## src/rtl/key_event_pkg.sv

```systemverilog
// Shared types and constants for the key event decoder slice.
package key_event_pkg;

  typedef enum logic [1:0] {
    IDLE      = 2'd0,
    PRESSED   = 2'd1,
    LONG_HELD = 2'd2
  } key_state_t;

  localparam int KEY_CNT_W = 16;

  localparam int unsigned DEF_TICK_DIV     = 10_000;
  localparam int unsigned DEF_LONG_TICKS   = 800;
  localparam int unsigned DEF_REPEAT_TICKS = 200;

endpackage

```

## src/rtl/key_event_fsm.sv

```systemverilog
// Per-key classifier: short press, long press and (with KEY_REPEAT_EN) auto-repeat pulses.
module key_event_fsm
  import key_event_pkg::*;
#(
  parameter int unsigned LONG_TICKS   = DEF_LONG_TICKS,
  parameter int unsigned REPEAT_TICKS = DEF_REPEAT_TICKS
) (
  input  logic clk,
  input  logic rst,
  input  logic tick,
  input  logic key_level,
  output logic short_pulse,
  output logic long_pulse,
  output logic repeat_pulse
);

  localparam logic [KEY_CNT_W-1:0] LONG_LAST = KEY_CNT_W'(LONG_TICKS - 1);
`ifdef KEY_REPEAT_EN
  localparam logic [KEY_CNT_W-1:0] REPEAT_LAST = KEY_CNT_W'(REPEAT_TICKS - 1);
`endif

  if (LONG_TICKS < 1 || LONG_TICKS > 65535) begin : g_bad_long
    $error("key_event_fsm: LONG_TICKS out of range");
  end
  if (REPEAT_TICKS < 1 || REPEAT_TICKS > 65535) begin : g_bad_repeat
    $error("key_event_fsm: REPEAT_TICKS out of range");
  end

  key_state_t            state_r;
  logic                  prev_r;
  logic [KEY_CNT_W-1:0]  cnt_r;
  logic                  rise_s;
  logic                  fall_s;

  assign rise_s = key_level & ~prev_r;
  assign fall_s = ~key_level & prev_r;

  // Classifier state machine; a release always beats a threshold tick in the same cycle.
  always_ff @(posedge clk) begin
    if (rst) begin
      state_r      <= IDLE;
      prev_r       <= 1'b0;
      cnt_r        <= 16'd0;
      short_pulse  <= 1'b0;
      long_pulse   <= 1'b0;
      repeat_pulse <= 1'b0;
    end else begin
      prev_r       <= key_level;
      short_pulse  <= 1'b0;
      long_pulse   <= 1'b0;
      repeat_pulse <= 1'b0;
      case (state_r)
        IDLE: begin
          if (rise_s) begin
            state_r <= PRESSED;
            cnt_r   <= 16'd0;
          end
        end
        PRESSED: begin
          if (fall_s) begin
            short_pulse <= 1'b1;
            state_r     <= IDLE;
          end else if (tick) begin
            if (cnt_r == LONG_LAST) begin
              long_pulse <= 1'b1;
              cnt_r      <= 16'd0;
              state_r    <= LONG_HELD;
            end else begin
              cnt_r <= cnt_r + 16'd1;
            end
          end
        end
        LONG_HELD: begin
          if (fall_s) begin
            state_r <= IDLE;
          end
`ifdef KEY_REPEAT_EN
          else if (tick) begin
            if (cnt_r == REPEAT_LAST) begin
              repeat_pulse <= 1'b1;
              cnt_r        <= 16'd0;
            end else begin
              cnt_r <= cnt_r + 16'd1;
            end
          end
`endif
        end
        default: begin
          state_r <= IDLE;
          cnt_r   <= 16'd0;
        end
      endcase
    end
  end

endmodule

```

## src/rtl/key_event_decoder.sv

```systemverilog
// Shared tick prescaler plus one key_event_fsm per key. Optional auto-repeat: define KEY_REPEAT_EN.
module key_event_decoder
  import key_event_pkg::*;
#(
  parameter int unsigned WIDTH        = 4,
  parameter int unsigned TICK_DIV     = DEF_TICK_DIV,
  parameter int unsigned LONG_TICKS   = DEF_LONG_TICKS,
  parameter int unsigned REPEAT_TICKS = DEF_REPEAT_TICKS
) (
  input  logic             clk,
  input  logic             rst,
  input  logic [WIDTH-1:0] key_pressed,
  output logic [WIDTH-1:0] short_pulse,
  output logic [WIDTH-1:0] long_pulse,
  output logic [WIDTH-1:0] repeat_pulse
);

  localparam int unsigned PRESC_W = (TICK_DIV > 2) ? $clog2(TICK_DIV) : 1;
  localparam logic [PRESC_W-1:0] PRESC_LAST = PRESC_W'(TICK_DIV - 1);

  if (TICK_DIV < 2) begin : g_bad_div
    $error("key_event_decoder: TICK_DIV must be at least 2");
  end

  logic [PRESC_W-1:0] presc_r;
  logic               tick_s;

  assign tick_s = (presc_r == PRESC_LAST);

  // Free-running prescaler; its phase is independent of key activity.
  always_ff @(posedge clk) begin
    if (rst) begin
      presc_r <= {PRESC_W{1'b0}};
    end else if (tick_s) begin
      presc_r <= {PRESC_W{1'b0}};
    end else begin
      presc_r <= presc_r + PRESC_W'(1);
    end
  end

  for (genvar i = 0; i < WIDTH; i++) begin : g_key
    key_event_fsm #(
      .LONG_TICKS   (LONG_TICKS),
      .REPEAT_TICKS (REPEAT_TICKS)
    ) u_fsm (
      .clk          (clk),
      .rst          (rst),
      .tick         (tick_s),
      .key_level    (key_pressed[i]),
      .short_pulse  (short_pulse[i]),
      .long_pulse   (long_pulse[i]),
      .repeat_pulse (repeat_pulse[i])
    );
  end

endmodule

```

## config.mk

```make
export PLATFORM = sky130hd
export DESIGN_NAME = key_event_decoder
export DESIGN_NICKNAME = d
export VERILOG_FILES = /design/src/rtl/key_event_pkg.sv /design/src/rtl/key_event_fsm.sv /design/src/rtl/key_event_decoder.sv
export SDC_FILE = /design/constraint.sdc
export NUM_CORES = 1
export LEC_CHECK = 0
export BUFFER_PORTS_ARGS = -buffer_cell sky130_fd_sc_hd__buf_2
export CORE_ASPECT_RATIO = 0.8
export CORE_MARGIN = 1
export CORE_UTILIZATION = 35
export CTS_CLUSTER_DIAMETER = 40
export CTS_CLUSTER_SIZE = 10
export DETAILED_ROUTE_END_ITERATION = 12
export HOLD_SLACK_MARGIN = 0.15
export PLACE_DENSITY = 0.5
export SLEW_MARGIN = 20
export SYNTH_ARGS = -nofsm -noshare
export SYNTH_HDL_FRONTEND = slang
export SYNTH_HIERARCHICAL = 1
export SYNTH_SLANG_ARGS = --single-unit
export TNS_END_PERCENT = 1
```

## constraint.sdc

```tcl
create_clock -name clk -period 7.19 [get_ports clk]
set_clock_uncertainty 0.2 [all_clocks]
set_input_delay 0.719 -clock clk [delete_from_list [all_inputs] [get_ports clk]]
set_output_delay 0.719 -clock clk [all_outputs]
set_load 0.005 [all_outputs]
```

==> flow_summary.toml, run 1 <==
[global_routing]
grt.overflow.total = 0
grt_pass1_wl_um = 24100
grt_usage = 0.175
grt_max_degree = 48
grt_pass1_vias = 4827
antenna_found_initial = 0

[critical_path]
cpMostUsedCell = "or4_1"
crit_path_end_kind = "flip-flop"
required_ns = 7.25
crit_type = "flip-flop to flip-flop"
start_kind = "flip-flop"
cp_max_fo = 14
slowest_delay_ns = 0.65
path_cells = "or4_1 -> nor4_4 -> buf_6 -> and3b_1 -> a211oi_1 -> buf_4 -> or4_1 -> o31ai_1"
critPathArrivalTime_ns = 3.28
slowest_stage = "nor4_4"

[clock_tree]
clkLatencyLatePin_ns = 0.36
cts_tree = "built"
cts_resized = 0
h-tree-depth = 3
clk_pin_slew_ns = 0.07
clk_path_buf_depth = 2
ctsHoldBuffers = 0
numCtsBuffers = 9
root_buffer = "clkbuf_16"
cts_setup_buffers = 0
numClockSinks = 98

[run]
drv_cap = 0

[route]
first_pass_iters = 5
drtIter0Drc = 404
wire_per_inst_um = 15.9
drtAntennaViolNets = 0
dr_total_vias = 5394
viasPerCell = 5.97
routed_wl_um = 14400
drc = 0

[power_and_ir_drop]
powerDensity_mw_per_mm2 = 180
p_seq_frac = 0.501
combPwrFrac = 0.042
p_sw_uw = 255
ir_worst_vdd_uv = 117
power_leakage_uw = 0.00177
internal_power_uw = 850
power.share.clock = 0.456
p_sw_frac = 0.231
totalPowerFinal_uw = 1110

[synthesis]
synth_area_leader_cell = "dfxtp_1"
ys_ff_latch = 98
synth_edf_count = 0
synth.distinct_cells = 42
ys_seq_area_frac = 0.341
avgSynthCellArea_um2 = 8.15
synth_warnings = 6
syn-cell-area_mm2 = 0.00576
post-synth-top-count-cell = "dfxtp_1"
synthArstFlopShare = 0
netlist_instances = 706
ys_top_cells_by_count = "dfxtp_1, nand2_1, nand4_1, a31oi_1, or4_1"
synth_ff_type = "dfxtp_1"
synth_area_leaders = "dfxtp_1, nand4_1, or4_1"
yosysTopAreaCellShare = 0.341
syn_nets = 717

[placed_design]
portBuffers = 13
hpwl_um = 9650
routabilityCongestion = 0.853

[timing]
slew_viol_final = 0
hold_viol = 0
slew_headroom = 0.428
fin_setup_tns_ns = 0
finalSetupViolations = 0
tightestPinTransition_ns = 0.858
finalCriticalPeriod_ns = 3.21
layout_worst_path_cycle_share = 0.447
rsz0062_at_grt = "no"
fmax_mhz = 311

[floorplanning]
dieWidth_um = 145
die_h_um = 117
core-area_mm2 = 0.0159
start_util = 0.362
die-area_mm2 = 0.0170
ios = 18
rows = 41

[final_layout]
layout.nets = 694
drive_gt1_frac = 0.0843
n_antenna_cell = 0
syn2layout_area_growth_pct = 6.78

[run_status]
status = "complete, no violations"

[min_path]
hold_path_class = "flip-flop to flip-flop"
routing by layer:
| metal | GRT usage | wire, µm | up-vias | part of all wire |
|---|---|---|---|---|
| met3 | 0.0387 | 497 | 10 | 0.035 |
| met5 | 0 | 0 | - | 0 |
| li1 | - | - | 2685 | - |
| met1 | 0.241 | 7440 | 2606 | 0.52 |
| met4 | 0.0547 | 144 | 0 | 0.010 |
| met2 | 0.273 | 6310 | 93 | 0.44 |
area by class of cell:
class                   count  area [µm²]
clock buffers              11         253
clock inverters             5        52.6
fillers                  1616        9760
inverters                  16        60.1
multi-input cells         535        3410
flip-flops and latches     98        1960
well taps                 215         269
repair buffers             23         144
sequential cells by signal, summed over array words and instances, names as in the netlist:
signal                   count
g_key.u_fsm/prev_r           4
g_key.u_fsm/state_r          8
g_key.u_fsm/long_pulse       4
presc_r                     14
g_key.u_fsm/short_pulse      4
g_key.u_fsm/cnt_r           64
cell families after synthesis:
kind of cell	after synthesis	share of synthesized area
xor gates and xnor gates	12	0.0183
AOI/OAI and AO/OA	144	0.178
other	4	0.00261
DFF	98	0.341
buffers and inverters	73	0.0689
and+or+nand+nor	370	0.380
adders and majority gates	5	0.0109
power by group through the flow:
stage          clock (µW)  combinational, µW  sequential (µW)
2_1_floorplan           0               34.2              565
3_3_place_gp            0               45.5              566
3_5_place_dp            0               46.4              567
4_1_cts               522               46.6              554
5_1_grt               545               51.9              555
6_report              504               46.8              554
stage by stage:
step / setup WS, ns / cell area, µm² / util / hold WS [ns] / instances
floorplan: 3.81 / 5760 / - / 0.229 / 706
global placement: 3.86 / 5830 / 0.367 / 0.250 / 886
detailed placement: 3.75 / 5830 / 0.367 / 0.250 / 886
CTS: 3.73 / 6130 / 0.386 / 0.267 / 902
global route: 3.74 / 6150 / 0.386 / 0.289 / 903
finish: 3.98 / 6150 / 0.386 / 0.265 / 903
cell usage in the layout (no fill, tap or decap), drive strengths merged, types with 18 or more instances in the layout:
master	n
o211ai	28
nand4	52
nor2	29
nor4	18
nand2b	20
a31oi	44
nand3	24
or4	41
dfxtp	98
buf	23
nor3	29
nand2	75
path summary, 6_finish.rpt:
path         slack, ns  cells after the start        from                       end
min               0.26                      1  presc_r[0]                presc_r[0]
min reg2reg       0.26                      1  presc_r[0]                presc_r[0]
max               3.98                      8  presc_r[5]  g_key[3].u_fsm/cnt_r[12]
max reg2reg       3.98                      8  presc_r[5]  g_key[3].u_fsm/cnt_r[12]
critical path: cells and delay by family, from the launching register on:
| kind | cells | cell delay (ns) |
|---|---|---|
| simple gates | 4 | 1.87 |
| buf+inv | 2 | 0.44 |
| flops | 1 | 0.36 |
| compound gates | 2 | 0.25 |
(Power assumes the default switching activity.)
==> run 2, diff against run 1 <==
Settings changed: PLACE_DENSITY 0.5 to 0.52.
Clock period 7.19 ns to 2.6 ns, I/O delays scaled along.
==> run 2 against run 1 <==
Compared with the run above:
- first-iteration DRC count is 5.2% higher
- utilization is 2.9 points higher
- die area stayed put
- register-to-register slack worse by 3.9 ns
- global-route usage is 0.86 points higher
- hold slack worse by 0.11 ns
- via count is 4.0% higher
- sequential cell count stayed put
- power grew to 2.9 times the previous value
- critical path type unchanged
==> flow_summary.toml, run 2 (synthesized netlist as in run 1, its figures left out) <==
[clock_tree]
clkLatencyLatePin_ns = 0.36
h-tree-depth = 3
root_buffer = "clkbuf_16"
cts_setup_buffers = 0
numCtsBuffers = 9
clk_path_buf_depth = 2
cts_tree = "built"
clk_pin_slew_ns = 0.07
numClockSinks = 98

[floorplanning]
rows = 41
core-area_mm2 = 0.0159
start_util = 0.362
die-area_mm2 = 0.0170
dieWidth_um = 145
die_h_um = 117
ios = 18

[run_status]
status = "complete, no violations"

[route]
drtAntennaViolNets = 0
routed_wl_um = 15000
drc = 0
wire_per_inst_um = 15.9
dr_total_vias = 5609
drtIter0Drc = 425
first_pass_iters = 7
viasPerCell = 5.94

[critical_path]
cp_max_fo = 21
crit_family = "simple AND/OR/NAND/NOR gates"
crit_path_end_kind = "flip-flop"
slowest_stage = "or4_4"
r2r-end = "g_key[0].u_fsm/cnt_r[12]"
ff2ff_setup_slack_ns = 0.07
r2r_start = "presc_r[12]"
required_ns = 2.67
path_cells = "or4_4 -> nor4_4 -> buf_12 -> and3b_2 -> a211oi_2 -> or4_1 -> o31ai_1"
r2r_cells = 7
crit_buf_inv = 1
crit_type = "flip-flop to flip-flop"
start_kind = "flip-flop"
critPathArrivalTime_ns = 2.60
slowest_delay_ns = 0.55

[final_layout]
layout_common_cells = "dfxtp_1, nand2_1, nand4_1"
layout_commonest_cell = "dfxtp_1"
top_register = "g_key.u_fsm/cnt_r"
n_antenna_cell = 0
drive_gt1_frac = 0.159
largestRegisters = "g_key.u_fsm/cnt_r x64, presc_r x14, g_key.u_fsm/state_r x8"
syn2layout_area_growth_pct = 14.9
instances_no_fill = 944
fillers = 1615
layout.nets = 735
largest_reg_flops = 64

[min_path]
min-delay-start = "rst"
hold_depth = 2
min_to = "g_key[3].u_fsm/prev_r"
hold_path_class = "input pin to flip-flop"

[global_routing]
grt_pass1_vias = 5187
grt_pass1_wl_um = 25400
grt.overflow.total = 0
grt_usage = 0.183
grt_max_degree = 34
antenna_found_initial = 0

[power_and_ir_drop]
powerDensity_mw_per_mm2 = 488
ir_worst_vdd_uv = 329
power_leakage_uw = 0.00201
totalPowerFinal_uw = 3230

[placed_design]
pre_cts_slack_ns = 0.0548
dpl.cell_count = 924
portBuffers = 13
routabilityCongestion = 0.836
hpwl_um = 10400

[timing]
rsz0062_at_grt = "yes"
fmax_mhz = 395
finalCriticalPeriod_ns = 2.53
slew_viol_final = 0
hold_viol = 0
layout_worst_path_cycle_share = 0.973
finalSetupViolations = 0
fin_ws_ns = 0.0691

[run]
drv_cap = 0
run 2: how the worst max path moves through the flow:
stage | start | end | cells past startpoint
3_3_place_gp | presc_r[0] | g_key[3].u_fsm/cnt_r[12] | 8
2_1_floorplan | presc_r[12] | g_key[0].u_fsm/cnt_r[12] | 6
5_1_grt | presc_r[12] | g_key[0].u_fsm/cnt_r[12] | 7
4_1_cts | presc_r[0] | g_key[0].u_fsm/cnt_r[12] | 8
6_report | presc_r[12] | g_key[0].u_fsm/cnt_r[12] | 7
3_5_place_dp | presc_r[0] | g_key[0].u_fsm/cnt_r[12] | 8
run 2: cell type report:
type	instances	area, µm²	area share
Clock buffer	13	280	0.0424
Multi-Input combinational cell	535	3500	0.529
Inverter	16	60.1	0.00908
Clock inverter	3	68.8	0.0104
Sequential cell	98	1960	0.297
Tap cell	215	269	0.0407
Timing Repair Buffer	64	470	0.0711
run 2: power breakdown:
group	total [µW]	switching, µW	internal, µW	leakage [µW]
Clock	1550	597	951	0.000172
Combinational	144	92.7	51.2	0.00105
Sequential	1530	19.4	1510	0.000792
run 2: worst register-to-register path: cells and delay by family, from the launching register on:
kind / cells / cell delay, ns
simple gates: 4 / 1.41
flops: 1 / 0.34
compound gates: 2 / 0.29
buf+inv: 1 / 0.21
run 2: repair_timing:
item | CTS | global route
resized for setup | 0 | 6
setup endpoints to repair | 0 | 4
hold buffers | 4 | 0
endpoints found under the hold margin | 15 | 0
run 2: metal layers:
metal | global-route usage | wire (µm)
met5 | 0 | 0
met1 | 0.243 | 7420
met3 | 0.0430 | 611
met2 | 0.301 | 6820
met4 | 0.0498 | 135
run 2: metrics by stage:
stage | hold WS, ns | setup TNS [ns] | area [µm²] | util
after floorplan | 0.132 | -0.911 | 5850 | -
after global placement | 0.246 | 0 | 6200 | 0.390
after detailed placement | 0.250 | 0 | 6200 | 0.390
after CTS | 0.150 | 0 | 6590 | 0.415
after global routing | 0.171 | -0.00444 | 6610 | 0.416
final | 0.155 | 0 | 6610 | 0.416
